===== config.mk =====
export PLATFORM = sky130hd
export DESIGN_NAME = rc_pulse_capture
export DESIGN_NICKNAME = d
export VERILOG_FILES = /design/src/rtl/rc_pulse_capture_pkg.sv /design/src/rtl/rc_pulse_channel.sv /design/src/rtl/rc_pulse_capture.sv
export SDC_FILE = /design/constraint.sdc
export NUM_CORES = 1
export LEC_CHECK = 0
export ABC_CLOCK_PERIOD_IN_PS = 3000
export CAP_MARGIN = 15
export CELL_PAD_IN_SITES_DETAIL_PLACEMENT = 1
export CELL_PAD_IN_SITES_GLOBAL_PLACEMENT = 1
export CORE_ASPECT_RATIO = 0.75
export CORE_MARGIN = 3
export CORE_UTILIZATION = 35
export CTS_CLUSTER_SIZE = 25
export DETAILED_ROUTE_END_ITERATION = 10
export GPL_ROUTABILITY_DRIVEN = 0
export PLACE_DENSITY_LB_ADDON = 0.1
export SETUP_SLACK_MARGIN = 0.02
export SYNTH_ARGS = -nofsm -noshare
export SYNTH_HDL_FRONTEND = slang
export SYNTH_SLANG_ARGS = --single-unit
export TNS_END_PERCENT = 5

===== constraint.sdc =====
create_clock -name Clk -period 3 [get_ports Clk]
set_clock_uncertainty 0.1 [all_clocks]
set_input_delay 0.6 -clock Clk [delete_from_list [all_inputs] [get_ports Clk]]
set_output_delay 0.6 -clock Clk [all_outputs]
set_load 0.01 [all_outputs]

===== src/rtl/rc_pulse_capture_pkg.sv =====
// ---------------------------------------------------------------------------
// rc_pulse_capture_pkg
//
// Shared constants and types for the RC servo pulse capture block.
//   - Pulse width window (in ticks) that produces a valid capture.
//   - Width and gap counter saturation limits.
//   - Status register addresses.
//   - Per-channel FSM state type.
//   - Helper deciding whether a measured width is inside the capture window.
// ---------------------------------------------------------------------------
package rc_pulse_capture_pkg;

    localparam logic [8:0]  PULSE_MIN = 9'd48;
    localparam logic [8:0]  PULSE_MAX = 9'd303;
    localparam logic [8:0]  WIDTH_SAT = 9'd511;
    localparam logic [11:0] GAP_MAX   = 12'd4095;

    localparam logic [4:0] ADDR_VALID     = 5'h10;
    localparam logic [4:0] ADDR_NEW       = 5'h11;
    localparam logic [4:0] ADDR_RANGE_ERR = 5'h12;
    localparam logic [4:0] ADDR_LOST      = 5'h13;

    typedef enum logic [1:0] {
        CH_SYNC    = 2'd0,
        CH_ARMED   = 2'd1,
        CH_MEASURE = 2'd2
    } chState_t;

    function automatic logic widthInRange(input logic [8:0] width);
        return (width >= PULSE_MIN) && (width <= PULSE_MAX);
    endfunction

endpackage


===== src/rtl/rc_pulse_channel.sv =====
// ---------------------------------------------------------------------------
// rc_pulse_channel
//
// One RC servo pulse measurement channel: input synchronizer, SYNC/ARMED/
// MEASURE state machine, width counter and gap (pulse-to-pulse) watchdog.
//
// Ports
//   i_clock    : clock, rising edge
//   i_reset    : synchronous active-high reset
//   i_tick     : one-cycle measurement tick from the shared prescaler
//   i_pulse    : asynchronous pulse input
//   o_value    : last valid capture, 303 - width in ticks
//   o_capture  : one-cycle pulse, a new in-window value was just loaded
//   o_rangeErr : one-cycle pulse, a pulse ended outside the width window
//   o_lost     : one-cycle pulse, no rising edge seen for GAP_MAX ticks
// ---------------------------------------------------------------------------
module rc_pulse_channel
    import rc_pulse_capture_pkg::*;
(
    input  logic       i_clock,
    input  logic       i_reset,
    input  logic       i_tick,
    input  logic       i_pulse,
    output logic [7:0] o_value,
    output logic       o_capture,
    output logic       o_rangeErr,
    output logic       o_lost
);

    logic        r_meta;
    logic        r_level;
    chState_t    r_state;
    logic [8:0]  r_width;
    logic [11:0] r_gap;

    logic w_rise;
    logic w_gapExpire;

    // A rising edge is only meaningful once the channel has seen the input
    // low, which the ARMED state guarantees.
    assign w_rise      = (r_state == CH_ARMED) && r_level;

    // The watchdog fires once, on the tick that moves the gap counter onto its
    // saturation value; after that it sits at GAP_MAX until the next rising
    // edge, so a channel recovering from loss is not kicked back to SYNC.
    assign w_gapExpire = i_tick && !w_rise && (r_gap == (GAP_MAX - 12'd1));

    // Two-flop synchronizer. Deliberately not reset: while Reset is held the
    // flops keep following the pin, so a pulse already high at reset release
    // is seen as high and SYNC waits for it to end instead of mistaking the
    // cleared flops for a low level.
    always_ff @(posedge i_clock) begin
        r_meta  <= i_pulse;
        r_level <= r_meta;
    end

    // Channel state machine with its counters and registered event outputs.
    // The gap counter runs in every state; the width counter only advances
    // while a pulse is being measured. A pulse ending inside the window loads
    // the value, otherwise only the range error event is raised.
    always_ff @(posedge i_clock) begin
        if (i_reset) begin
            r_state    <= CH_SYNC;
            r_width    <= '0;
            r_gap      <= '0;
            o_value    <= '0;
            o_capture  <= 1'b0;
            o_rangeErr <= 1'b0;
            o_lost     <= 1'b0;
        end else begin
            o_capture  <= 1'b0;
            o_rangeErr <= 1'b0;
            o_lost     <= 1'b0;

            if (w_rise) begin
                r_gap <= '0;
            end else if (i_tick && (r_gap != GAP_MAX)) begin
                r_gap <= r_gap + 12'd1;
            end

            if (w_gapExpire) begin
                r_state <= CH_SYNC;
                o_lost  <= 1'b1;
            end else begin
                case (r_state)
                    CH_SYNC: begin
                        if (!r_level) begin
                            r_state <= CH_ARMED;
                        end
                    end
                    CH_ARMED: begin
                        if (r_level) begin
                            r_state <= CH_MEASURE;
                            r_width <= '0;
                        end
                    end
                    CH_MEASURE: begin
                        if (!r_level) begin
                            r_state <= CH_ARMED;
                            if (widthInRange(r_width)) begin
                                o_value   <= 8'(PULSE_MAX - r_width);
                                o_capture <= 1'b1;
                            end else begin
                                o_rangeErr <= 1'b1;
                            end
                        end else if (i_tick && (r_width != WIDTH_SAT)) begin
                            r_width <= r_width + 9'd1;
                        end
                    end
                    default: begin
                        r_state <= CH_SYNC;
                    end
                endcase
            end
        end
    end

endmodule


===== src/rtl/rc_pulse_capture.sv =====
// ---------------------------------------------------------------------------
// rc_pulse_capture
//
// Multi-channel RC servo pulse width capture with a small register interface.
// A shared prescaler produces the measurement tick; each channel is measured
// independently by rc_pulse_channel. Status flags live here so that bus
// write-1-to-clear and hardware set events are resolved in one place.
//
// Ports
//   Clk    : clock, rising edge
//   Reset  : synchronous active-high reset
//   Addr   : register address
//   DataRd : registered read data, follows Addr with one cycle latency
//   DataWr : write data
//   En     : block select, qualifies Wr
//   Wr     : one-cycle write strobe
//   PIn    : asynchronous pulse inputs, one per channel
//
// Register map
//   0x00..NUM_CH/2-1 : {Value[2i+1], Value[2i]}
//   0x10 Valid, 0x11 New (W1C), 0x12 RangeErr (W1C), 0x13 Lost (W1C)
//   anything else reads 0
// ---------------------------------------------------------------------------
module rc_pulse_capture
    import rc_pulse_capture_pkg::*;
#(
    parameter int NUM_CH   = 2,
    parameter int TICK_DIV = 32
) (
    input  logic              Clk,
    input  logic              Reset,
    input  logic [4:0]        Addr,
    output logic [15:0]       DataRd,
    input  logic [15:0]       DataWr,
    input  logic              En,
    input  logic              Wr,
    input  logic [NUM_CH-1:0] PIn
);

    localparam int PRESC_W = (TICK_DIV > 1) ? $clog2(TICK_DIV) : 1;
    localparam logic [PRESC_W-1:0] PRESC_LAST = PRESC_W'(TICK_DIV - 1);
    localparam logic [15:0] CH_MASK = 16'((1 << NUM_CH) - 1);

    logic [PRESC_W-1:0] r_presc;
    logic               w_tick;

    logic [7:0]         w_value [NUM_CH];
    logic [NUM_CH-1:0]  w_capture;
    logic [NUM_CH-1:0]  w_rangeErr;
    logic [NUM_CH-1:0]  w_lost;

    logic [15:0] w_capSet;
    logic [15:0] w_rangeSet;
    logic [15:0] w_lostSet;
    logic        w_wrEn;
    logic [15:0] w_clrNew;
    logic [15:0] w_clrRange;
    logic [15:0] w_clrLost;
    logic [15:0] w_rdNext;

    logic [15:0] r_valid;
    logic [15:0] r_new;
    logic [15:0] r_rangeErr;
    logic [15:0] r_lost;

    assign w_tick = (r_presc == PRESC_LAST);

    // Free-running prescaler; the tick is the cycle on which it wraps.
    always_ff @(posedge Clk) begin
        if (Reset) begin
            r_presc <= '0;
        end else if (w_tick) begin
            r_presc <= '0;
        end else begin
            r_presc <= r_presc + 1'b1;
        end
    end

    genvar g;
    generate
        for (g = 0; g < NUM_CH; g++) begin : gChannel
            rc_pulse_channel uChannel (
                .i_clock    (Clk),
                .i_reset    (Reset),
                .i_tick     (w_tick),
                .i_pulse    (PIn[g]),
                .o_value    (w_value[g]),
                .o_capture  (w_capture[g]),
                .o_rangeErr (w_rangeErr[g]),
                .o_lost     (w_lost[g])
            );
        end
    endgenerate

    // Widen the per-channel event pulses to the 16-bit register width and
    // decode the write-1-to-clear masks for the three sticky registers.
    always_comb begin
        w_capSet   = '0;
        w_rangeSet = '0;
        w_lostSet  = '0;
        for (int i = 0; i < NUM_CH; i++) begin
            w_capSet[i]   = w_capture[i];
            w_rangeSet[i] = w_rangeErr[i];
            w_lostSet[i]  = w_lost[i];
        end
        w_wrEn     = En && Wr;
        w_clrNew   = (w_wrEn && (Addr == ADDR_NEW))       ? DataWr : '0;
        w_clrRange = (w_wrEn && (Addr == ADDR_RANGE_ERR)) ? DataWr : '0;
        w_clrLost  = (w_wrEn && (Addr == ADDR_LOST))      ? DataWr : '0;
    end

    // Status flags. The clear is applied before the set so a hardware event
    // in the same cycle as a bus clear leaves the bit set. Bits above NUM_CH
    // are held at zero by the channel mask.
    always_ff @(posedge Clk) begin
        if (Reset) begin
            r_valid    <= '0;
            r_new      <= '0;
            r_rangeErr <= '0;
            r_lost     <= '0;
        end else begin
            r_valid    <= ((r_valid    & ~w_lostSet)  | w_capSet)   & CH_MASK;
            r_new      <= ((r_new      & ~w_clrNew)   | w_capSet)   & CH_MASK;
            r_rangeErr <= ((r_rangeErr & ~w_clrRange) | w_rangeSet) & CH_MASK;
            r_lost     <= ((r_lost     & ~w_clrLost)  | w_lostSet)  & CH_MASK;
        end
    end

    // Read decode: value pairs at the low addresses, flag registers at 0x10
    // and up, zero everywhere else.
    always_comb begin
        w_rdNext = '0;
        case (Addr)
            ADDR_VALID:     w_rdNext = r_valid;
            ADDR_NEW:       w_rdNext = r_new;
            ADDR_RANGE_ERR: w_rdNext = r_rangeErr;
            ADDR_LOST:      w_rdNext = r_lost;
            default: begin
                for (int i = 0; i < NUM_CH / 2; i++) begin
                    if (Addr == 5'(i)) begin
                        w_rdNext = {w_value[2*i+1], w_value[2*i]};
                    end
                end
            end
        endcase
    end

    // Read data is registered every cycle; reads have no side effects.
    always_ff @(posedge Clk) begin
        if (Reset) begin
            DataRd <= '0;
        end else begin
            DataRd <= w_rdNext;
        end
    end

endmodule

======== Word-level counts from Yosys, hierarchy flattened ========
Cells that the tools add are included.
storage, ports and cells
  bits in registers ....................... 101
  latch bits .............................. 0
  memory bits (writable) .................. 0
  bits in read-only memories .............. 0
  input bits .............................. 27
  output and inout bits ................... 16
  logic and storage cells ................. 139
  memories kept ........................... 0
operators by class
  add/subtract/negate cells ............... 7
  multipliers ............................. 0
  divide/modulo/power cells ............... 0
  $lt $le $gt $ge ......................... 4
  equal/unequal tests ..................... 23
  shift-type cells ........................ 0
  muxes and demuxes ....................... 25
  bitwise logic cells ..................... 18
  reduce and logical (&&, ||, !) cells .... 38
operators by type and width
  kind                   count
  $pmux 16 s4            1
  $mux 9                 6
  $pmux 9 s2             2
  $eq 5x5->1 const B     5
  $add 12x1->12 const B  2
  $eq 12x12->1 const B   2
  $ne 12x12->1 const B   2
  $add 9x1->9 const B    2
  $ge 9x6->1 const B     2
  $le 9x9->1 const B     2
  $ne 9x9->1 const B     2
  $logic_and 1x1->1      16
  $mux 16                1
  $sub 6x8->8 const A    2
  $mux 2                 7
  $reduce_or 2->1        7
  $ne 2x1->1 const B     6
  $reduce_and 5->1       2
  $and 2x2->2            4
  $not 2->2              4
  $or 2x2->2             4
  $pmux 2 s2             2
  $reduce_and 4->1       2
  $reduce_or 4->1        2
  11 further kinds       28

======== Depth between registers and ports, before layout ========
  depth in word-level cells ............... 7
  gate-level depth with buffers ........... 11
  mapped depth without buffers ............ 10

======== Cells and area by module ========
Synthesis repeated with hierarchy kept, for this count alone.
unflattened totals
  cell total of the unflattened synthesis .. 487
  area, all modules ....................... 4494.3 µm²
modules (own cells, without submodules)
  module                                   instances  cells each  area an instance (µm²)  sequential area each (µm²)
  rc_pulse_channel (gChannel[1].uChannel)  1          192         1711.6                  720.7
  rc_pulse_channel (gChannel[0].uChannel)  1          191         1694.1                  720.7
  rc_pulse_capture                         1          104         1088.5                  580.6

======== Worst setup path before layout ========
OpenSTA, ideal clock, no wires.
  kind .................................... reg-to-reg
  from .................................... register gChannel[1].uChannel.r_width[0]
  to ...................................... register gChannel[1].uChannel.r_width[7]
  setup time .............................. 0.070 ns
  arrival ................................. 2.059 ns
  required time ........................... 2.830 ns
  setup slack ............................. 0.771 ns
  cell stages (with the launch flop) ...... 12
  buffers on the path ..................... 1
  clock period less this slack ............ 2.229 ns
  cells stage by stage .................... dfxtp_1 -> ha_1 -> and3_2 -> nand2_1 -> nor2_1 -> ha_1 -> nor2b_1 -> o221ai_1 -> a21o_1 -> buf_2 -> or3_1 -> a21oi_1
on the way
  cells in the longest elaborated chain, start to end .. 4
  elaborated cells on any way between the ends .. 8
ends and longest elaborated chain
  element                                                line                                              source
  start, declared                                        rc_pulse_channel.sv:33                            logic [8:0] r_width;
  start signal, assigned                                 rc_pulse_channel.sv:107                           r_width <= r_width + 9'd1;
  $add 9x1->9 / $ne 9x9->1 (equally long branches)       rc_pulse_channel.sv:107, rc_pulse_channel.sv:106
  $mux 9 / $logic_and 1x1->1 (equally long branches)     rc_pulse_channel.sv:106                           end else if (i_tick && (r_width != WIDTH_SAT)) begin
  $mux 9 / $ne 2x1->1 (equally long branches)            --
  $pmux 9 s2 / $reduce_and 5->1 (equally long branches)  --
Parallel ways exist; a longest one is shown, timed or not. The select of a mux whose other input is x is not followed.
A chain may end at the register's enable or synchronous reset.

======== Final worst setup path ========
  from .................................... register r_presc[0]
  to ...................................... register gChannel[0].uChannel.r_width[6]
on the way
  cells in the longest elaborated chain, start to end .. 5
  elaborated cells on any way between the ends .. 7
ends and longest elaborated chain
  element                                                             line                     source
  start, declared                                                     rc_pulse_capture.sv:44   logic [PRESC_W-1:0] r_presc;
  start signal, assigned                                              rc_pulse_capture.sv:75   r_presc <= r_presc + 1'b1;
  $eq 5x5->1 (*)                                                      rc_pulse_capture.sv:66   assign w_tick = (r_presc == PRESC_LAST);
  parallel branches: the longest is 3 deep, another holds $ne 2x1->1  --
  $reduce_and 5->1 (no source line) (*)                               --
  end signal, assigned                                                rc_pulse_channel.sv:107
  end, declared                                                       rc_pulse_channel.sv:33
Every way passes the cells marked *.

==> run_results.csv <==
group,metric,value,unit
status,status,"complete, no violations",
sta,holdWs,0.229,ns
synthesis,synth-edff-count,0,
synthesis,yosysTopAreaCell,"dfxtp_1",
global_routing,grt_usage,15.4,%
global_routing,grt_pass1_vias,3752,
global_routing,antenna_found_initial,0,
sta,setup_viol,0,
placed_design,io_buffers,28,
die,start_util,36.8,%
worst_setup_path,slowest_delay,0.42,ns
power_and_ir_drop,ir_worst_vdd,287,uV
min_path,min_path_type,"register to register",
final_layout,drive_above_1_share,6.25,%
power_and_ir_drop,power_leakage,0.00202,uW
sta,finalWorstSetupSlack,0.415,ns
worst_setup_path,path_common_cell,"ha_1",
clock_tree,cts_tree,"yes",
worst_setup_path,path_max_fanout,7,
global_routing,grt_max_degree,45,
sta,maxSlewHeadroom,61.1,%
power_and_ir_drop,p_total,2970,uW
detailed_routing,drt_iter0_drc,183,
detailed_routing,routedWlPerCell,15.5,um
placed_design,dp_slack,0.418,ns
synthesis,synth-async-reset-ratio,0,%
die,dieArea,14700,um2
worst_setup_path,r2r_cells,9,
synthesis,syn_inst,517,
final_layout,diodes,0,
worst_setup_path,required,3.11,ns
clock_tree,clockBufferDepth,2,
worst_setup_path,arrival,2.70,ns
die,num_rows,35,
detailed_routing,via_count,3790,
die,dieHeight,106,um
job,cap_violations,0,
sta,hold_violations,0,
synthesis,yosysSeqAreaShare,43.6,%
clock_tree,ctsHoldBuffers,0,
worst_setup_path,path_class,"register to register",
global_routing,grt_pass1_wl,18800,um
die,die_w,139,um
worst_setup_path,worstSetupStartpoint,"r_presc[0]$_SDFF_PP0_",
synthesis,yosysUniqueCellTypes,61,
detailed_routing,viasPerCell,5.34,
clock_tree,post_cts_buffers,0,
die,core-area,12600,um2
synthesis,synth_common_cells,"dfxtp_1, nor2_1, a21oi_1, nand2_1, ha_1",
clock_tree,cts_sinks,101,
detailed_routing,wl_met3,304,um
final_layout,final_util,42.8,%
worst_setup_path,r2r_end,"gChannel[0].uChannel.r_width[6]$_SDFFE_PP0P_",
min_path,min_from,"gChannel[0].uChannel.r_meta$_DFF_P_",
synthesis,synth-seq-cells,101,
sta,finalCriticalPeriod,2.58,ns
sta,slew_viol_final,0,
synthesis,synthTopCellsByArea,"dfxtp_1, ha_1, nor2_1, a21oi_1, and3_1",
clock_tree,root_buffer,"clkbuf_16",
worst_setup_path,cpLargestDelayFamily,"compound AO/OA/AOI/OAI gates",
synthesis,synth_ff_type,"dfxtp_1",
detailed_routing,wl,11000,um
worst_setup_path,slowest_stage,"o2111a_1",
die,ios,43,
detailed_routing,dr.pass1.iters,5,
worst_setup_path,path_cells,"ha_1, and3_1, ha_1, buf_4, and4_1, nand4_2, o2111a_1, a31oi_1, a311oi_1",
sta,fin_crit_sh,86.2,%
sta,fmax,0.387,GHz
clock_tree,insertion_delay,0.34,ns
worst_setup_path,cp-end-kind,"register",
final_layout,fill_cells,1491,
min_path,hold_end,"gChannel[0].uChannel.r_level$_DFF_P_",
power_and_ir_drop,power.density,550,nW/um2
final_layout,multi_input_area,2410,um2
worst_setup_path,start_kind,"register",
sta,worst_slew_pin_slew,0.581,ns
clock_tree,htree_levels,3,
sta,fin_tns_setup,0,ns
detailed_routing,wl_met2,4940,um
synthesis,netlist.area_leader.share,43.6,%
detailed_routing,drc,0,
worst_setup_path,r2r_setup_slack,0.42,ns
worst_setup_path,crit_buf_inv,1,
synthesis,synthesis.nets,572,
synthesis,synth.cell_area,4640,um2
detailed_routing,wl_met1,5670,um
final_layout,seqCellArea,2020,um2
synthesis,avgSynthCellArea,8.97,um2
clock_tree,clk_pin_slew,0.07,ns
detailed_routing,drtAntennaViolNets,0,
clock_tree,cts_buffers,9,
synthesis,synth_warnings,0,
sta,rsz0062_at_grt,"no",
detailed_routing,highest_layer,"met4",
final_layout,synthToLayoutAreaGrowth,16.5,%
min_path,whs_path_depth,0,
placed_design,dp_hpwl,7900,um
worst_setup_path,r2r_start,"r_presc[0]$_SDFF_PP0_",
clock_tree,cts.repair.resized,0,
final_layout,fin_nets,594,
synthesis,yosysMostFrequentCell,"dfxtp_1",
global_routing,grt_overflow,0,
sequential cells by signal, indices dropped and copies added (netlist names):
| register | count |
|---|---|
| DataRd | 16 |
| gChannel.uChannel.r_level | 2 |
| gChannel.uChannel.r_state | 4 |
| r_lost | 2 |
| gChannel.uChannel.r_meta | 2 |
| r_presc | 5 |
| gChannel.uChannel.r_width | 18 |
| gChannel.uChannel.o_lost | 2 |
| gChannel.uChannel.o_rangeErr | 2 |
| r_valid | 2 |
| gChannel.uChannel.o_value | 16 |
| r_new | 2 |
| gChannel.uChannel.o_capture | 2 |
| r_rangeErr | 2 |
| gChannel.uChannel.r_gap | 24 |
report_power, final:
group | leakage (uW) | internal [uW] | switching (uW)
registers | 0.000816 | 1360 | 20.4
clock network | 0.000160 | 819 | 512
logic | 0.00105 | 90.0 | 172
per-stage QoR:
| step | instance area (um2) | cells |
|---|---|---|
| 6_report | 5400 | 710 |
| 5_1_grt | 5400 | 710 |
| 4_1_cts | 5400 | 710 |
| 3_5_place_dp | 5060 | 694 |
| 3_3_place_gp | 5060 | 694 |
| 2_1_floorplan | 4640 | 517 |
area by class of cell:
type                    count  share of cell area, %
clock inverters             5                   1.97
well taps                 166                   3.84
clock buffers              11                   4.31
flip-flops and latches    101                   37.4
inverters                  24                   1.67
repair buffers             35                   6.16
multi-input cells         368                   44.6
worst max-delay path by stage:
stage,to,slack [ns],cells after the start
4_1_cts,gChannel[0].uChannel.r_width[6]$_SDFFE_PP0P_,0.41,9
2_1_floorplan,gChannel[1].uChannel.r_width[7]$_SDFFE_PP0P_,0.77,11
3_5_place_dp,gChannel[0].uChannel.r_width[6]$_SDFFE_PP0P_,0.42,9
6_report,gChannel[0].uChannel.r_width[6]$_SDFFE_PP0P_,0.42,9
5_1_grt,gChannel[1].uChannel.r_width[4]$_SDFFE_PP0P_,0.16,8
3_3_place_gp,gChannel[0].uChannel.r_width[6]$_SDFFE_PP0P_,0.47,9
routing by layer:
| layer | up-vias | track usage [%] |
|---|---|---|
| met4 | 0 | 4.61 |
| met1 | 1847 | 20.9 |
| met2 | 37 | 24.0 |
| li1 | 1892 | - |
| met5 | - | 0 |
| met3 | 14 | 4.08 |
kinds of logic after synthesis:
logic type               after synthesis  share of synthesized area (%)
AO/OA/AOI/OAI                        108                           15.4
multiplexers                           8                           1.73
flip-flops                           101                           43.6
adder cells (fa/ha/maj)               28                           7.56
XOR/XNOR                              23                           4.34
AND/OR/NAND/NOR                      201                           22.9
buffers and inverters                 48                           4.40
layout by cell type, fill, tap and decap left out, types with 7 or more instances in the layout:
master / instances
dfxtp_1: 101
nor2_1: 56
a21oi_1: 36
nand2_1: 35
ha_1: 28
clkdlybuf4s50_1: 28
and3_1: 24
inv_1: 23
nand3_1: 19
o21ai_0: 19
nand4_1: 16
xor2_1: 14
nor3_1: 12
a211oi_1: 11
xnor2_1: 9
clkbuf_16: 9
mux2i_1: 8
buf_4: 7
(Power assumes the default switching activity.)
